[config.mk]
export PLATFORM = sky130hd
export DESIGN_NAME = beep_driver
export DESIGN_NICKNAME = d
export VERILOG_FILES = /design/src/rtl/beep_pkg.sv /design/src/rtl/beep_driver_tone_gen.sv /design/src/rtl/beep_driver.sv
export SDC_FILE = /design/constraint.sdc
export NUM_CORES = 1
export LEC_CHECK = 0
export CELL_PAD_IN_SITES_DETAIL_PLACEMENT = 1
export CELL_PAD_IN_SITES_GLOBAL_PLACEMENT = 1
export CORE_AREA = 4 4 83 100
export CTS_BUF_LIST = sky130_fd_sc_hd__clkbuf_8
export DETAILED_ROUTE_END_ITERATION = 6
export DIE_AREA = 0 0 87 104
export GPL_ROUTABILITY_DRIVEN = 0
export PLACE_DENSITY = 0.68
export SLEW_MARGIN = 20
export SYNTH_ARGS = -nofsm -noshare
export SYNTH_HDL_FRONTEND = slang
export SYNTH_HIERARCHICAL = 1
export SYNTH_SLANG_ARGS = --single-unit
[constraint.sdc]
create_clock -name clk -period 5.92 [get_ports clk]
set_input_delay 0.888 -clock clk [delete_from_list [all_inputs] [get_ports clk]]
set_output_delay 0.888 -clock clk [all_outputs]
set_load 0.05 [all_outputs]
[src/rtl/beep_pkg.sv]
// Shared types and helpers for the beep driver: FSM state encoding and
// conversions from physical units (Hz, ms) to clock-cycle counts.
package beep_pkg;

  typedef enum logic [1:0] {
    IDLE,
    ON,
    OFF
  } state_t;

  // Cycles spent in a window of the given length in milliseconds.
  function automatic int ms_to_cyc(input int clk_hz, input int ms);
    return (clk_hz / 1000) * ms;
  endfunction

  // Cycles per half period of the tone square wave.
  function automatic int half_period(input int clk_hz, input int tone_hz);
    return clk_hz / (2 * tone_hz);
  endfunction

endpackage

[src/rtl/beep_driver_tone_gen.sv]
// Square-wave tone generator. The output starts low whenever it is enabled
// and toggles every HALF cycles; while disabled the tone is held low and the
// counter is cleared, so every beep starts with the same phase.
module tone_gen #(
  parameter int HALF = 5
) (
  input  logic clk,
  input  logic rst_n,
  input  logic en,
  output logic tone
);

  localparam int CW = (HALF > 1) ? $clog2(HALF) : 1;
  localparam logic [CW-1:0] CNT_LAST = CW'(HALF - 1);

  logic [CW-1:0] cnt;
  logic          run;

  // The first enabled edge only arms the generator, so the first cycle of a
  // beep sees count 0 and every level of the wave lasts exactly HALF cycles.
  always_ff @(posedge clk or negedge rst_n) begin
    if (!rst_n) begin
      cnt  <= '0;
      run  <= 1'b0;
      tone <= 1'b0;
    end else if (!en) begin
      cnt  <= '0;
      run  <= 1'b0;
      tone <= 1'b0;
    end else if (!run) begin
      run <= 1'b1;
    end else if (cnt == CNT_LAST) begin
      cnt  <= '0;
      tone <= ~tone;
    end else begin
      cnt <= cnt + CW'(1);
    end
  end

endmodule

[src/rtl/beep_driver.sv]
// Beep driver: turns a one-cycle start request into N timed beeps on a
// buzzer pin, with an LED that is high during each beep's ON window.
// Optional build macro BEEP_LONG_LAST_EN makes the final beep of every
// sequence twice as long.
module beep_driver
  import beep_pkg::*;
#(
  parameter int CLK_HZ  = 100000000,
  parameter int TONE_HZ = 2000,
  parameter int ON_MS   = 200,
  parameter int OFF_MS  = 200,
  parameter int CNT_W   = 4
) (
  input  logic             clk,
  input  logic             rst_n,
  input  logic             start,
  input  logic [CNT_W-1:0] beeps,
  input  logic             abort,
  output logic             busy,
  output logic             done,
  output logic             buzz,
  output logic             led
);

  localparam int HALF    = half_period(CLK_HZ, TONE_HZ);
  localparam int ON_CYC  = ms_to_cyc(CLK_HZ, ON_MS);
  localparam int OFF_CYC = ms_to_cyc(CLK_HZ, OFF_MS);

`ifdef BEEP_LONG_LAST_EN
  localparam int ON_MAX = 2 * ON_CYC;
`else
  localparam int ON_MAX = ON_CYC;
`endif

  localparam int PH_MAX = (ON_MAX > OFF_CYC) ? ON_MAX : OFF_CYC;
  localparam int PH_W   = $clog2(PH_MAX + 1);

  localparam logic [PH_W-1:0] ON_LAST  = PH_W'(ON_CYC - 1);
  localparam logic [PH_W-1:0] OFF_LAST = PH_W'(OFF_CYC - 1);
`ifdef BEEP_LONG_LAST_EN
  localparam logic [PH_W-1:0] LONG_LAST = PH_W'(2 * ON_CYC - 1);
`endif

  state_t           state;
  logic [PH_W-1:0]  phase;
  logic [CNT_W-1:0] remaining;
  logic [PH_W-1:0]  phase_limit;
  logic             on_end;
  logic             accept;
  logic             tone_en;

  // Last phase count of the current ON window; only the final beep may be long.
  always_comb begin
    phase_limit = ON_LAST;
`ifdef BEEP_LONG_LAST_EN
    if (remaining == CNT_W'(1)) begin
      phase_limit = LONG_LAST;
    end
`endif
  end

  assign on_end = (phase == phase_limit);
  assign accept = start && (beeps != '0) && !abort;

  // Tone enable follows the next state, so buzz drops on the same edge as led.
  always_comb begin
    tone_en = 1'b0;
    case (state)
      IDLE:    tone_en = accept;
      ON:      tone_en = !abort && !on_end;
      OFF:     tone_en = !abort && (phase == OFF_LAST);
      default: tone_en = 1'b0;
    endcase
  end

  tone_gen #(
    .HALF(HALF)
  ) u_tone (
    .clk  (clk),
    .rst_n(rst_n),
    .en   (tone_en),
    .tone (buzz)
  );

  // Sequence FSM: counts ON and OFF windows and drives the registered flags.
  always_ff @(posedge clk or negedge rst_n) begin
    if (!rst_n) begin
      state     <= IDLE;
      phase     <= '0;
      remaining <= '0;
      busy      <= 1'b0;
      done      <= 1'b0;
      led       <= 1'b0;
    end else begin
      done <= 1'b0;
      case (state)
        IDLE: begin
          if (accept) begin
            state     <= ON;
            remaining <= beeps;
            phase     <= '0;
            busy      <= 1'b1;
            led       <= 1'b1;
          end
        end
        ON: begin
          if (abort) begin
            state     <= IDLE;
            phase     <= '0;
            remaining <= '0;
            busy      <= 1'b0;
            led       <= 1'b0;
          end else if (on_end) begin
            phase     <= '0;
            remaining <= remaining - CNT_W'(1);
            led       <= 1'b0;
            if (remaining != CNT_W'(1)) begin
              state <= OFF;
            end else begin
              state <= IDLE;
              busy  <= 1'b0;
              done  <= 1'b1;
            end
          end else begin
            phase <= phase + PH_W'(1);
          end
        end
        OFF: begin
          if (abort) begin
            state     <= IDLE;
            phase     <= '0;
            remaining <= '0;
            busy      <= 1'b0;
          end else if (phase == OFF_LAST) begin
            state <= ON;
            phase <= '0;
            led   <= 1'b1;
          end else begin
            phase <= phase + PH_W'(1);
          end
        end
        default: begin
          state <= IDLE;
          phase <= '0;
          busy  <= 1'b0;
          led   <= 1'b0;
        end
      endcase
    end
  end

endmodule

Word-level counts from Yosys, hierarchy flattened
Index checks and enable logic that the tools add are counted.
{ "classes": {"add_sub_neg": 3, "mul": 0, "div_mod_pow": 0, "magnitude_cmp": 0, "n_eq_ne": 14, "n_shift": 0, "mux": 39, "bitwise_logic": 1, "reduce_logical": 15} }
{ "ops": {"columns": ["op", "count"], "rows": [
  ["25-bit two-way mux", 3],
  ["25-bit one-hot mux with 2 select lines", 1],
  ["15-bit two-way mux", 3],
  ["25-bit by 1-bit adder with 25-bit output, second input constant", 1],
  ["25-bit == test, second input constant", 1],
  ["1-bit two-way mux", 17],
  ["4-bit two-way mux", 4],
  ["15-bit by 1-bit adder with 15-bit output, second input constant", 1],
  ["15-bit == test, second input constant", 1],
  ["2-bit two-way mux", 6],
  ["2-bit != test, second input constant", 6],
  ["4-bit one-hot mux with 3 select lines", 1],
  ["4-bit AND reduction", 3],
  ["3-bit != test, second input constant", 3],
  ["1-bit one-hot mux with 3 select lines", 3],
  ["2-bit one-hot mux with 3 select lines", 1],
  ["1-bit logical AND", 4],
  ["4-bit by 1-bit != test with 1-bit output, second input constant", 1],
  ["4-bit nonzero test", 1],
  ["4-bit by 1-bit subtractor with 4-bit output, second input constant", 1],
  ["3-bit AND reduction", 1],
  ["3-bit nonzero test", 1],
  ["2-bit by 1-bit == test with 1-bit output, second input constant", 1],
  ["2-bit == test, second input constant", 1],
  ["5 further kinds", 6]
]} }
{ "word_totals": {"ff_bits": 51, "latch_bits": 0, "ramBits": 0, "rom_bits": 0, "input_bits": 8, "out_inout_bits": 4, "word_cells": 81, "mem_count": 0} }

Depth between registers and ports, before layout
{ "logic_depth": {"ltp_word": 6, "ltp_mapped": 13} }

Modules after synthesis
Netlist, hierarchy kept.
{ "by_module_without_submodules": {"columns": ["mod", "n_inst", "cells_each", "area_per_inst_um2"], "rows": [
  ["beep_driver", 1, 232, 2090.8],
  ["tone_gen", 1, 90, 899.6]
]} }

Worst setup path before layout
Ideal clock, no wire load.
{ "synth_path": {"kind": "register to register", "startpoint": "register phase[0]", "endpoint": "register u_tone.cnt[14]", "setup_ns": 0.073, "arrival_time_ns": 3.155, "t_required_ns": 5.847, "path_slack_ns": 2.692, "path_stages_with_launch": 14, "period_less_slack_ns": 3.228, "path_cell_list": "dfrtp_1 > ha_1 > nand2_1 > or3_1 > buf_6 > or3_4 > buf_6 > ha_1 > a2bb2oi_1 > nor2_1 > nor2b_2 > or3_4 > or3_1 > a21oi_2"} }
{ "synth_between": {"elab_chain_len": 5, "elab_cells_between_ends": 7, "cone_classes": "2 x eq/ne; 2 x mux; 3 x reduce/logical"} }
{ "synth_lines": {"columns": ["item", "line_no", "source"], "rows": [
  ["start: declaration", "beep_driver.sv:45", "logic [PH_W-1:0] phase;"],
  ["start signal: assignment", "beep_driver.sv:125", "phase <= phase + PH_W'(1);"],
  ["start signal: assignment", "beep_driver.sv:139", "phase <= phase + PH_W'(1);"],
  ["25-bit == test (*)", "beep_driver.sv:62, beep_driver.sv:71", null],
  ["1-bit logical NOT", "beep_driver.sv:70", "ON: tone_en = !abort && !on_end;"],
  ["1-bit logical AND", "beep_driver.sv:70", null],
  ["1-bit one-hot mux with 3 select lines (*)", "beep_driver.sv:68", "case (state)"],
  ["net tone_en", "beep_driver.sv:50", "logic tone_en;"],
  ["2-bit != test (no line) / 15-bit two-way mux (equally long branches)", null, null],
  ["end signal: assignment", "beep_driver_tone_gen.sv:36", "cnt <= cnt + CW'(1);"],
  ["end: declaration", "beep_driver_tone_gen.sv:16", "logic [CW-1:0] cnt;"]
]} }
The timed path passes the listed nets; every way through them passes the cells marked *.
A chain may end at the register's enable or synchronous reset.

Worst setup path after layout
Same ends and word-level chain as after synthesis.

==> results.md <==
- Initial DRC count: 90
- DR vias/cell: 5.72
- Bufs on Longest Clock Path: 2
- PwrDens: 306 nW/um^2
- Clk_lat worst skew: 310 ps
- Max-cap violation count: 0
- Core ar.: 7270 um^2
- Final setup vio count: 0
- Max-slew violation count: 0
- Detailed-route via count: 2407
- Setup Buffers After CTS: 0
- Min cycle time layout: 3500 ps
- Htree depth: 2
- Layout Nets: 347
- #FFs+latches synth: 51
- Setup crit start kind: flip-flop
- Worst-path cell chain: ha_1, nand2_1, or3_1, or3_4, ha_1, a2bb2oi_1, nor2_1, nor2b_2, or3_4, or3_1, a21oi_2
- CTS tree: yes
- Setup TNS: 0 ps
- Slowest-stage cell, CP: or3_1
- Commonest non-fill, non-tap cells in the layout: dfrtp_1, nor2_1, nand2_1, nand4_1, nand3_1
- Yosys warning count: 6
- Final ANT Viol Nets: 0
- Worst setup startpoint: phase[0]
- Worst-path clk slew: 100 ps
- Worst Path Required: 6170 ps
- Clock net sink count: 51
- DRT Wirelength: 7240 um
- Worst slew margin: 30.5%
- Worst Setup End Kind: flip-flop
- Drt pass-1 iters: 4
- Setup Crit Path Kind: reg -> reg
- Post-Syn Nets: 339
- Area grow syn2layout: 8.87%
- ANT cells: 0
- DP HPWL: 5210 um
- Post-route insts no fill: 421
- Wirelength per Cell: 17.2 um
- Place WS: 2400 ps
- WP data arrival: 3750 ps
- Clock skew: 10.5 ps
- Final period utilization: 59.2%
- Netlist cell types: 53
- Initial Utilization: 41.1%
- Top_reg_cell synth: dfrtp_1
- Vias in the first global route: 2579
- Outcome: complete, no violations
- Leak: 1.27 nW
- Placed insts: 413
- Largest net degree at the start of global routing: 52
- CTS resizes: 0
- Syn avg cell area: 9.29 um^2
- Die area: 9050 um^2
- Synth Instances: 322
- Die W: 87 um
- Hold slack: 497 ps
- Die Ht: 104 um
- Total gr overflow: 0
- Hold WC Path Type: reg -> reg
- Post-route DRC: 0
- Post-synth ARST share: 100%
- Max incr delay on CP: 540 ps
- Total Power: 0.000997 W
- Worst-Margin Slew: 1030 ps
- Fmax: 0.285 GHz
- Sequential area share after synthesis: 42.7%
- Final WS setup: 2420 ps
- # IOs: 12
- CTS Buf Count: 5
- Crit Path Max Fanout: 12
- Most common cell after layout, fill and taps aside: dfrtp_1
- # port buffers: 11
- Clock root buffer master: clkbuf_8
- Site Rows: 34
- First-pass GRT wire length: 12800 um
- Final hold violation count: 0
- Fraction of layout cells with a size suffix above 1: 7.25%
- Max IR drop VDD: 0.199 mV
- Post-synth EDFFs: 0
- RSZ-0062 raised after global routing: false
- Total GRT Usage: 17.5%
- Initial antenna violation count: 0
- Mapped Area: 2990 um^2
- Hold_sp: phase[4]
- FF-to-FF Start: phase[0]
- Cts hold-fix bufs: 0
-- area by class of cell --
class | count | area (um^2)
clock inverter | 2 | 16.3
clock buffer | 6 | 82.6
tap | 90 | 113
fill | 839 | 4020
sequential | 51 | 1280
multi-input combinational | 248 | 1600
inverter | 10 | 37.5
timing repair buffer | 14 | 128
-- per-layer routing --
layer,global-route usage [%],up-vias,part of all wire (%)
li1,-,1186,-
met1,22.1,1193,44
met4,4.90,0,1.1
met3,3.01,5,2.3
met2,30.2,23,53
met5,0,-,0
-- worst max-delay path, delay by kind of cell, from the launching register on --
family / cells / cell delay [ps]
AO/OA/AOI/OAI: 2 / 290
flip-flops: 1 / 410
adder cells (fa/ha/maj): 2 / 530
AND/OR/NAND/NOR: 7 / 2220
-- cells in the mapped netlist (4+ instances only) --
library cell / count / area, um^2
nor4_1: 4 / 25.0
nor3_1: 12 / 60.1
nor2b_1: 4 / 25.0
nand2_1: 24 / 90.1
ha_1: 9 / 113
inv_1: 10 / 37.5
nand3_1: 17 / 85.1
nand4_1: 21 / 131
a21oi_1: 8 / 40.0
nor2_1: 30 / 113
o21ai_0: 14 / 70.1
clkbuf_1: 6 / 22.5
and4_1: 4 / 35.0
xor2_1: 16 / 140
xnor2_1: 8 / 70.1
dfrtp_1: 51 / 1280
or3_1: 9 / 56.3
o31ai_1: 4 / 30.0
nand2b_1: 7 / 43.8
nor4b_1: 5 / 43.8
-- kinds of logic after synthesis --
kind of cell,Yosys count,share of synthesized area [%]
buffers and inverters,23,3.72
XOR/XNOR,24,7.03
multiplexers,5,1.76
flip-flops,51,42.7
adder cells (fa/ha/maj),9,3.77
AND/OR/NAND/NOR,157,29.2
AO/OA/AOI/OAI,53,11.8
-- final timing paths --
path                                  endpoint  slack (ps)  depth (start not counted)
worst min-delay path                  phase[4]         500                          1
max in group asynchronous            phase[10]        4780                          2
worst max register to register  u_tone/cnt[14]        2420                         11
min in group asynchronous        u_tone/cnt[1]         660                          2
worst max-delay path            u_tone/cnt[14]        2420                         11
worst min register to register        phase[4]         500                          1
-- flip-flops by register name, summed over array words and instances (netlist names) --
register and count:
u_tone/tone 1, u_tone/run 1, led 1, remaining 4, done 1, state 2
busy 1, phase 25, u_tone/cnt 15
-- report_power, final --
part           total [W]  leakage (nW)  switching, W  internal, W
logic           0.000358         0.531      0.000231     0.000127
clock network   0.000218        0.0474      0.000123    0.0000957
registers       0.000420         0.696     0.0000371     0.000383
-- per-stage QoR --
stage,area (um^2),utilization [%]
after floorplan,2990,-
after global placement,3160,43.4
after detailed placement,3160,43.4
after CTS,3260,44.8
after global routing,3260,44.8
final,3260,44.8
Power figures use the tool's default switching activity.
